### src/rtl/branch_predictor_pkg.sv
// Shared types for the branch predictor: word type, 2-bit direction counter encodings,
// the default-geometry BTB entry layout, and a sequential-PC helper.
package branch_predictor_pkg;

  typedef logic [31:0] word_t;

  typedef enum logic [1:0] {
    STRONG_NT = 2'b00,
    WEAK_NT   = 2'b01,
    WEAK_T    = 2'b10,
    STRONG_T  = 2'b11
  } bp_ctr_t;

  // Entry layout for the default 16-entry, 2-bit-counter build.
  localparam int unsigned BtbIdxW = 4;
  localparam int unsigned BtbTagW = 32 - BtbIdxW - 2;

  typedef struct packed {
    logic               valid;
    logic [BtbTagW-1:0] tag;
    word_t              target;
    bp_ctr_t            ctr;
    logic               jmp;
  } btb_entry_t;

  function automatic word_t pc_plus4(input word_t pc);
    return pc + 32'd4;
  endfunction

endpackage

### src/rtl/branch_predictor_sat_counter.sv
// Combinational next-value of a saturating up/down counter; set_max_i has priority.
module branch_predictor_sat_counter #(
  parameter int unsigned CTR_W = 2
) (
  input  logic [CTR_W-1:0] cnt_i,
  input  logic             inc_i,
  input  logic             dec_i,
  input  logic             set_max_i,
  output logic [CTR_W-1:0] cnt_o
);

  always_comb begin
    cnt_o = cnt_i;
    if (set_max_i) begin
      cnt_o = '1;
    end else if (inc_i && (cnt_i != '1)) begin
      cnt_o = cnt_i + CTR_W'(1);
    end else if (dec_i && (cnt_i != '0)) begin
      cnt_o = cnt_i - CTR_W'(1);
    end
  end

endmodule

### src/rtl/branch_predictor.sv
// Direct-mapped BTB with per-entry saturating direction counters and EX mispredict detection.
// Optional BRANCH_PREDICTOR_STATS_EN adds saturating branch/mispredict statistics outputs.
module branch_predictor
  import branch_predictor_pkg::*;
#(
  parameter int unsigned      ENTRIES   = 16,
  parameter int unsigned      CTR_W     = 2,
  parameter logic [CTR_W-1:0] ALLOC_CTR = CTR_W'(2'b10)
) (
  input  logic  CLK,
  input  logic  nRST,
  input  word_t lookup_pc,
  output logic  pred_taken,
  output word_t pred_target,
  input  logic  update_en,
  input  word_t update_pc,
  input  logic  update_is_jump,
  input  logic  update_taken,
  input  word_t update_target,
  input  logic  update_pred_taken,
  input  word_t update_pred_target,
  input  logic  invalidate,
  output logic  mispredict,
  output word_t correct_pc
`ifdef BRANCH_PREDICTOR_STATS_EN
  ,
  output logic [31:0] stat_branches,
  output logic [31:0] stat_mispredicts
`endif
);

  localparam int unsigned IdxW = $clog2(ENTRIES);
  localparam int unsigned TagW = 32 - IdxW - 2;
  localparam logic [CTR_W-1:0] CtrRst = CTR_W'((1 << (CTR_W - 1)) - 1);

  logic [ENTRIES-1:0] valid_q, valid_d;
  logic [ENTRIES-1:0] jmp_q, jmp_d;
  logic [TagW-1:0]    tag_q    [ENTRIES];
  logic [TagW-1:0]    tag_d    [ENTRIES];
  word_t              target_q [ENTRIES];
  word_t              target_d [ENTRIES];
  logic [CTR_W-1:0]   ctr_q    [ENTRIES];
  logic [CTR_W-1:0]   ctr_d    [ENTRIES];

  logic [IdxW-1:0]  l_idx, u_idx;
  logic [TagW-1:0]  l_tag, u_tag;
  logic             l_hit, u_hit;
  logic [CTR_W-1:0] ctr_nxt;

  assign l_idx = lookup_pc[IdxW+1:2];
  assign l_tag = lookup_pc[31:IdxW+2];
  assign u_idx = update_pc[IdxW+1:2];
  assign u_tag = update_pc[31:IdxW+2];
  assign l_hit = valid_q[l_idx] && (tag_q[l_idx] == l_tag);
  assign u_hit = valid_q[u_idx] && (tag_q[u_idx] == u_tag);

  // Lookup reads registered state only, so a same-cycle update is never forwarded.
  assign pred_taken  = l_hit && (jmp_q[l_idx] || ctr_q[l_idx][CTR_W-1]);
  assign pred_target = pred_taken ? target_q[l_idx] : pc_plus4(lookup_pc);

  assign mispredict = update_en && ((update_taken != update_pred_taken) ||
                                    (update_taken && (update_target != update_pred_target)));
  assign correct_pc = update_taken ? update_target : pc_plus4(update_pc);

  branch_predictor_sat_counter #(
    .CTR_W(CTR_W)
  ) u_sat_counter (
    .cnt_i    (ctr_q[u_idx]),
    .inc_i    (update_taken),
    .dec_i    (!update_taken),
    .set_max_i(update_is_jump),
    .cnt_o    (ctr_nxt)
  );

  always_comb begin
    valid_d  = valid_q;
    jmp_d    = jmp_q;
    tag_d    = tag_q;
    target_d = target_q;
    ctr_d    = ctr_q;
    if (invalidate) begin
      valid_d = '0;
    end else if (update_en) begin
      if (u_hit) begin
        ctr_d[u_idx] = ctr_nxt;
        if (update_is_jump) begin
          jmp_d[u_idx]    = 1'b1;
          target_d[u_idx] = update_target;
        end else if (update_taken) begin
          target_d[u_idx] = update_target;
        end
      end else if (update_taken) begin
        valid_d[u_idx]  = 1'b1;
        tag_d[u_idx]    = u_tag;
        target_d[u_idx] = update_target;
        jmp_d[u_idx]    = update_is_jump;
        ctr_d[u_idx]    = update_is_jump ? '1 : ALLOC_CTR;
      end
    end
  end

  always_ff @(posedge CLK) begin
    if (!nRST) begin
      valid_q <= '0;
      jmp_q   <= '0;
      for (int i = 0; i < ENTRIES; i++) begin
        tag_q[i]    <= '0;
        target_q[i] <= '0;
        ctr_q[i]    <= CtrRst;
      end
    end else begin
      valid_q  <= valid_d;
      jmp_q    <= jmp_d;
      tag_q    <= tag_d;
      target_q <= target_d;
      ctr_q    <= ctr_d;
    end
  end

`ifdef BRANCH_PREDICTOR_STATS_EN
  logic [31:0] stat_br_q, stat_br_d, stat_mp_q, stat_mp_d;

  always_comb begin
    stat_br_d = stat_br_q;
    stat_mp_d = stat_mp_q;
    if (invalidate) begin
      stat_br_d = '0;
      stat_mp_d = '0;
    end else begin
      if (update_en && (stat_br_q != '1)) stat_br_d = stat_br_q + 32'd1;
      if (mispredict && (stat_mp_q != '1)) stat_mp_d = stat_mp_q + 32'd1;
    end
  end

  always_ff @(posedge CLK) begin
    if (!nRST) begin
      stat_br_q <= '0;
      stat_mp_q <= '0;
    end else begin
      stat_br_q <= stat_br_d;
      stat_mp_q <= stat_mp_d;
    end
  end

  assign stat_branches    = stat_br_q;
  assign stat_mispredicts = stat_mp_q;
`endif

endmodule

### config.mk
export PLATFORM = sky130hd
export DESIGN_NAME = branch_predictor
export DESIGN_NICKNAME = d
export VERILOG_FILES = /design/src/rtl/branch_predictor_pkg.sv /design/src/rtl/branch_predictor_sat_counter.sv /design/src/rtl/branch_predictor.sv
export SDC_FILE = /design/constraint.sdc
export NUM_CORES = 2
export LEC_CHECK = 0
export BUFFER_PORTS_ARGS = -buffer_cell sky130_fd_sc_hd__buf_2
export CORE_UTILIZATION = 48
export DETAILED_ROUTE_END_ITERATION = 10
export GPL_ROUTABILITY_DRIVEN = 0
export HOLD_SLACK_MARGIN = 0.02
export PLACE_DENSITY_LB_ADDON = 0.25
export REMOVE_ABC_BUFFERS = 1
export SYNTH_ARGS = -nofsm -noshare
export SYNTH_HDL_FRONTEND = slang
export SYNTH_SLANG_ARGS = --single-unit
### constraint.sdc
create_clock -name CLK -period 5.68 [get_ports CLK]
set_input_delay 0.568 -clock CLK [delete_from_list [all_inputs] [get_ports CLK]]
set_output_delay 0.568 -clock CLK [all_outputs]
set_load 0.02 [all_outputs]
Yosys cells after proc, flatten, opt, wreduce, memory -nomap -nowiden
Index checks and enable logic that the tools add are counted.
{ "word_totals": {"regBits": 992, "input_bits": 135, "out_inout_bits": 66, "elab_cells": 141} }
{ "op_classes": {"add_sub_neg": 4, "n_lt_le_gt_ge": 6, "eq_ne": 6, "mux": 48, "bitwise": 7, "reduce_logical": 20} }
{ "op_table": {"columns": ["operator", "n"], "rows": [
  ["two-way mux 512 bit", 3],
  ["bitwise mux 512 bit", 1],
  ["bitwise mux 416 bit", 1],
  ["two-way mux 32 bit", 7],
  ["binary-select mux 26 bit (select 4 bit)", 2],
  ["two-way mux 26 bit", 5],
  ["binary-select mux 32 bit (select 4 bit)", 1],
  ["demux 32 bit (select 4 bit)", 1],
  ["demux 26 bit (select 4 bit)", 1],
  ["adder 32 x 3 -> 32 bit (second input constant)", 2],
  ["bitwise mux 32 bit", 2],
  ["equality test 26 bit", 2],
  ["two-way mux 16 bit", 3],
  ["!= test 32 bit", 1],
  ["OR 16 bit", 2],
  ["binary-select mux 2 bit (select 4 bit)", 2],
  ["bitwise mux 16 bit", 1],
  ["two-way mux 2 bit", 8],
  ["binary-select mux 1 bit (select 4 bit)", 3],
  ["greater-or-equal comparator 5 bit (second input constant)", 2],
  ["less-than comparator 4 x 5 -> 1 bit (second input constant)", 2],
  ["NOT 4 -> 5 bit", 2],
  ["logical AND 1 bit", 9],
  ["demux 2 bit (select 4 bit)", 1],
  ["other kinds (16)", 27]
]} }

Logic depth before layout (Yosys ltp)
{ "depth": {"ltp_word": 11, "depth_mapped": 17, "ltp_nobuf": 9} }

Modules after synthesis
Synthesis repeated with hierarchy kept, for this count alone.
{ "unflattened": {"hier_cells": 4623, "area_unflattened_um2": 50512.2} }
{ "by_module_without_submodules": {"columns": ["mod", "n_inst", "cells_per_inst", "area_each_um2"], "rows": [
  ["branch_predictor", 1, 4611, 50419.6],
  ["branch_predictor_sat_counter", 1, 12, 92.6]
]} }

Worst setup path before layout
OpenSTA, ideal clock, no wires.
{ "synth_timing": {"kind": "input-to-output", "start": "in lookup_pc[3]", "end": "out pred_target[20]", "arrival_ns": 4.010, "setup_slack_ns": 1.102, "stages": 14, "path_buffers": 5, "path_cell_list": "buf_2 > buf_1 > clkbuf_1 > mux4_2 > mux4_2 > xnor2_1 > nand4_1 > nor3_1 > nand4_1 > nor3_1 > buf_2 > buf_2 > nand2_1 > o21ai_0"} }
{ "synth_via": {"elab_chain_len": 8, "elab_cells_between_ends": 20, "classes_between": "1 x add/sub; 1 x eq/ne; 14 x mux; 1 x bitwise; 3 x reduce/logical"} }
{ "synth_rtl": {"columns": ["element", "line", "rtl"], "rows": [
  ["from (decl)", "branch_predictor.sv:12", "input word_t lookup_pc,"],
  ["NOT 4 -> 5 bit (not written as such)", "branch_predictor.sv:54, branch_predictor.sv:58", null],
  ["binary-select mux 26 bit (select 4 bit)", "branch_predictor.sv:54", "assign l_hit = valid_q[l_idx] && (tag_q[l_idx] == l_tag);"],
  ["two-way mux 26 bit (not written as such) (2 in series)", "branch_predictor.sv:54", null],
  ["equality test 26 bit", "branch_predictor.sv:54", null],
  ["logical AND 1 bit", "branch_predictor.sv:54", null],
  ["logical AND 1 bit (*)", "branch_predictor.sv:58", "assign pred_taken = l_hit && (jmp_q[l_idx] || ctr_q[l_idx][CTR_W-1]);"],
  ["net pred_taken", "branch_predictor.sv:13", "output logic pred_taken,"],
  ["two-way mux 32 bit (*)", "branch_predictor.sv:59", "assign pred_target = pred_taken ? target_q[l_idx] : pc_plus4(lookup_pc);"],
  ["to (decl)", "branch_predictor.sv:14", "output word_t pred_target,"]
]} }
The timed path passes the listed nets; every way through them passes the cells marked *. The select of a mux whose other input is x is not followed.

Worst setup path in the final report
{ "layout_timing": {"start": "in update_pc[5]", "end": "out correct_pc[31]"} }
{ "layout_via": {"elab_chain_len": 2} }
{ "layout_rtl": {"columns": ["element", "line", "rtl"], "rows": [
  ["from (decl)", "branch_predictor.sv:16", "input word_t update_pc,"],
  ["adder 32 x 3 -> 32 bit", "branch_predictor_pkg.sv:27", "return pc + 32'd4;"],
  ["two-way mux 32 bit", "branch_predictor.sv:63", "assign correct_pc = update_taken ? update_target : pc_plus4(update_pc);"],
  ["to (decl)", "branch_predictor.sv:24", "output word_t correct_pc"]
]} }
Every way passes these cells.

==> impl_metrics.tcl <==
set metrics [dict create \
    slew_viol_final 0 \
    setup_violations 0 \
    startpoint_type "input port" \
    portBuffers 200 \
    slew_headroom 0.382 \
    initial_core_util 0.485 \
    num-nets-final 4843 \
    synthTopCellsByArea "dfxtp_1, mux2i_1, mux4_2, nand2_1, clkbuf_1" \
    synth.distinct_cells 77 \
    ys_ff_latch 992 \
    avgSynthCellArea_um2 10.7 \
    yosys-top-cells-count "nand2_1, mux2i_1, dfxtp_1" \
    post_dp_cell_area_um2 52600 \
    critical_path_class "in -> out" \
    status "finished clean" \
    synth_flop_cell "dfxtp_1" \
    die_w_um 326 \
    clk_pin_slew_ns 0.07 \
    numCtsBuffers 106 \
    clockBufferDepth 3 \
    worstPathMaxFanout 34 \
    drtPass1Iterations 7 \
    grt_pass1_wl_um 245000 \
    synth_edf_count 0 \
    fin_crit_sh 0.889 \
    max_slew.worst_pin.slew_ns 0.927 \
    yosysTopAreaCell "dfxtp_1" \
    pwr-share-clk 0.464 \
    syn2layout_area_growth_pct 11.6 \
    rsz0062_at_grt "no" \
    leakagePower_nw 25.7 \
    die_y_um 326 \
    cp.arrival_ns 4.48 \
    ctsHtreeMaxLevel 3 \
    grt_overflow 0 \
    die_area_um2 106000 \
    synthesis.area_um2 50400 \
    io_pins 201 \
    vias_per_cell 6.17 \
    wl_per_cell_um 26.8 \
    p_per_area_nw_per_um2 274 \
    cts_root_buffer "clkbuf_16" \
    p_comb_frac 0.081 \
    dp.cells 5973 \
    pwr-share-seq 0.454 \
    grt_pass1_vias 36773 \
    drive_gt1_frac 0.209 \
    ys_seq_area_frac 0.394 \
    ys_async_sr_fraction 0 \
    postCtsSetupBuffers 0 \
    fmax_ghz 0.198 \
    dr_wl_met2_um 72900 \
    vias 38110 \
    yosys_warnings 0 \
    instances_no_fill 6174 \
    top_layer "met5" \
    vdd.ir_drop.worst_mv 0.262 \
    worstHoldPathType "in -> reg" \
    drt_iter0_drc 4433 \
    cts.sinks 992 \
    cts_tree "done" \
    track_usage 0.306 \
    drv_cap 0 \
    ant_nets 0 \
    hpwl_um 110000 \
    period_needed_ns 5.05 \
    grt_max_degree 114 \
    fin_skew_ns 0.0513 \
    end_kind "primary output" \
    fillCellCount 8940 \
    synthCells 4691 \
    dr_wl_met3_um 16300 \
    clk_latency_ns 0.72 \
    cts_resized 0 \
    core_area_um2 104000 \
    p_total_w 0.0154 \
    rows 118 \
    yosysMostFrequentCell "nand2_1" \
    drc 0 \
    synth.top_cell.area_share 0.394 \
    netSwitchingPower_w 0.00389 \
    p_int_w 0.0115 \
    met1_length_um 69700 \
    hold_viol_final 0 \
    required_ns 5.11 \
    holdBufCountCts 0 \
    routed_wl_um 165000 \
    antenna_found_initial 11 \
    swShare 0.252 \
    design_area_um2 56200 \
]
-- per-stage QoR --
step | hold WS [ns] | setup TNS [ns] | setup slack (ns) | util
floorplan | 0.436 | -28.45 | -0.995 | -
global route | 0.287 | 0 | 0.464 | 0.542
finish | 0.268 | 0 | 0.631 | 0.542
detailed placement | 0.449 | 0 | 0.501 | 0.507
global placement | 0.441 | 0 | 0.612 | 0.507
CTS | 0.240 | 0 | 0.732 | 0.542
-- per-layer routing --
metal,track usage,up-vias
met1,0.421,19128
met5,0,-
met2,0.463,1862
li1,-,16737
met4,0.110,6
met3,0.0773,377
-- cell usage in the layout (no fill, tap or decap), types with 19 or more instances in the layout --
| master | instances |
|---|---|
| clkbuf_8 | 29 |
| clkbuf_16 | 108 |
| buf_2 | 191 |
| dfxtp_1 | 992 |
| nor2b_1 | 28 |
| mux2i_1 | 1036 |
| nand2_1 | 1159 |
| o22ai_1 | 27 |
| buf_4 | 100 |
| and3_1 | 20 |
| mux4_2 | 376 |
| o21ai_0 | 81 |
| mux2_2 | 40 |
| buf_12 | 48 |
| xor2_1 | 69 |
| xnor2_1 | 65 |
| clkinv_2 | 21 |
| nand3_1 | 27 |
| clkbuf_1 | 27 |
| nor2_1 | 44 |
| inv_1 | 20 |
| nand4_1 | 19 |
-- kinds of logic (layout without fill, tap and decap cells) --
group,after synthesis,in the layout,synth area share
compound gates,252,252,0.0367
xor+xnor,134,134,0.0233
fa+ha+maj,7,7,0.00174
buf+inv,465,566,0.0492
flops,992,992,0.394
mux,1456,1456,0.384
other cells,0,2,0
simple gates,1385,1385,0.111
-- critical path, cell delays in order --
cell     delay (ns)
buf_4          0.49
buf_4          0.40
buf_4          0.35
and2_1         0.34
and2_1         0.27
nor2b_1        0.43
nand2_1        0.18
nor2_1         0.23
nand3_1        0.17
nor3_1         0.32
xnor2_1        0.10
o21ai_0        0.18
buf_4          0.20
buf_2          0.18
-- layout make-up --
type                            instances  area [µm²]  area share
Tap cell                             1380        1730      0.0307
Clock inverter                         35         423     0.00752
Inverter                               23        86.3     0.00154
Multi-Input combinational cell       3234       28200       0.501
Antenna cell                            2        5.00   0.0000890
Sequential cell                       992       19900       0.353
Clock buffer                          164        3200      0.0570
Timing Repair Buffer                  344        2740      0.0486
-- power by group through the flow --
stage	Sequential [W]	Clock, W	Combinational, W
final	0.00701	0.00716	0.00126
after global routing	0.00700	0.00753	0.00130
after global placement	0.00716	0	0.00123
after detailed placement	0.00716	0	0.00123
after CTS	0.00700	0.00722	0.00123
after floorplan	0.00715	0	0.000483
-- final timing paths --
check,end,from,slack (ns),depth (start not counted)
min reg2reg,target_q[161]$_SDFFE_PN0P_,target_q[161]$_SDFFE_PN0P_,0.46,2
max reg2reg,target_q[484]$_SDFFE_PN0P_,tag_q[346]$_SDFFE_PN0P_,1.51,10
min,valid_q[7]$_SDFFE_PP0P_,update_taken,0.27,3
max,correct_pc[31],update_pc[5],0.63,14
-- registers in the layout (all words and copies together) (netlist names) --
signal    flops
jmp_q        16
valid_q      16
tag_q       416
ctr_q        32
target_q    512
Note: power is estimated with default switching activity, not from simulation.
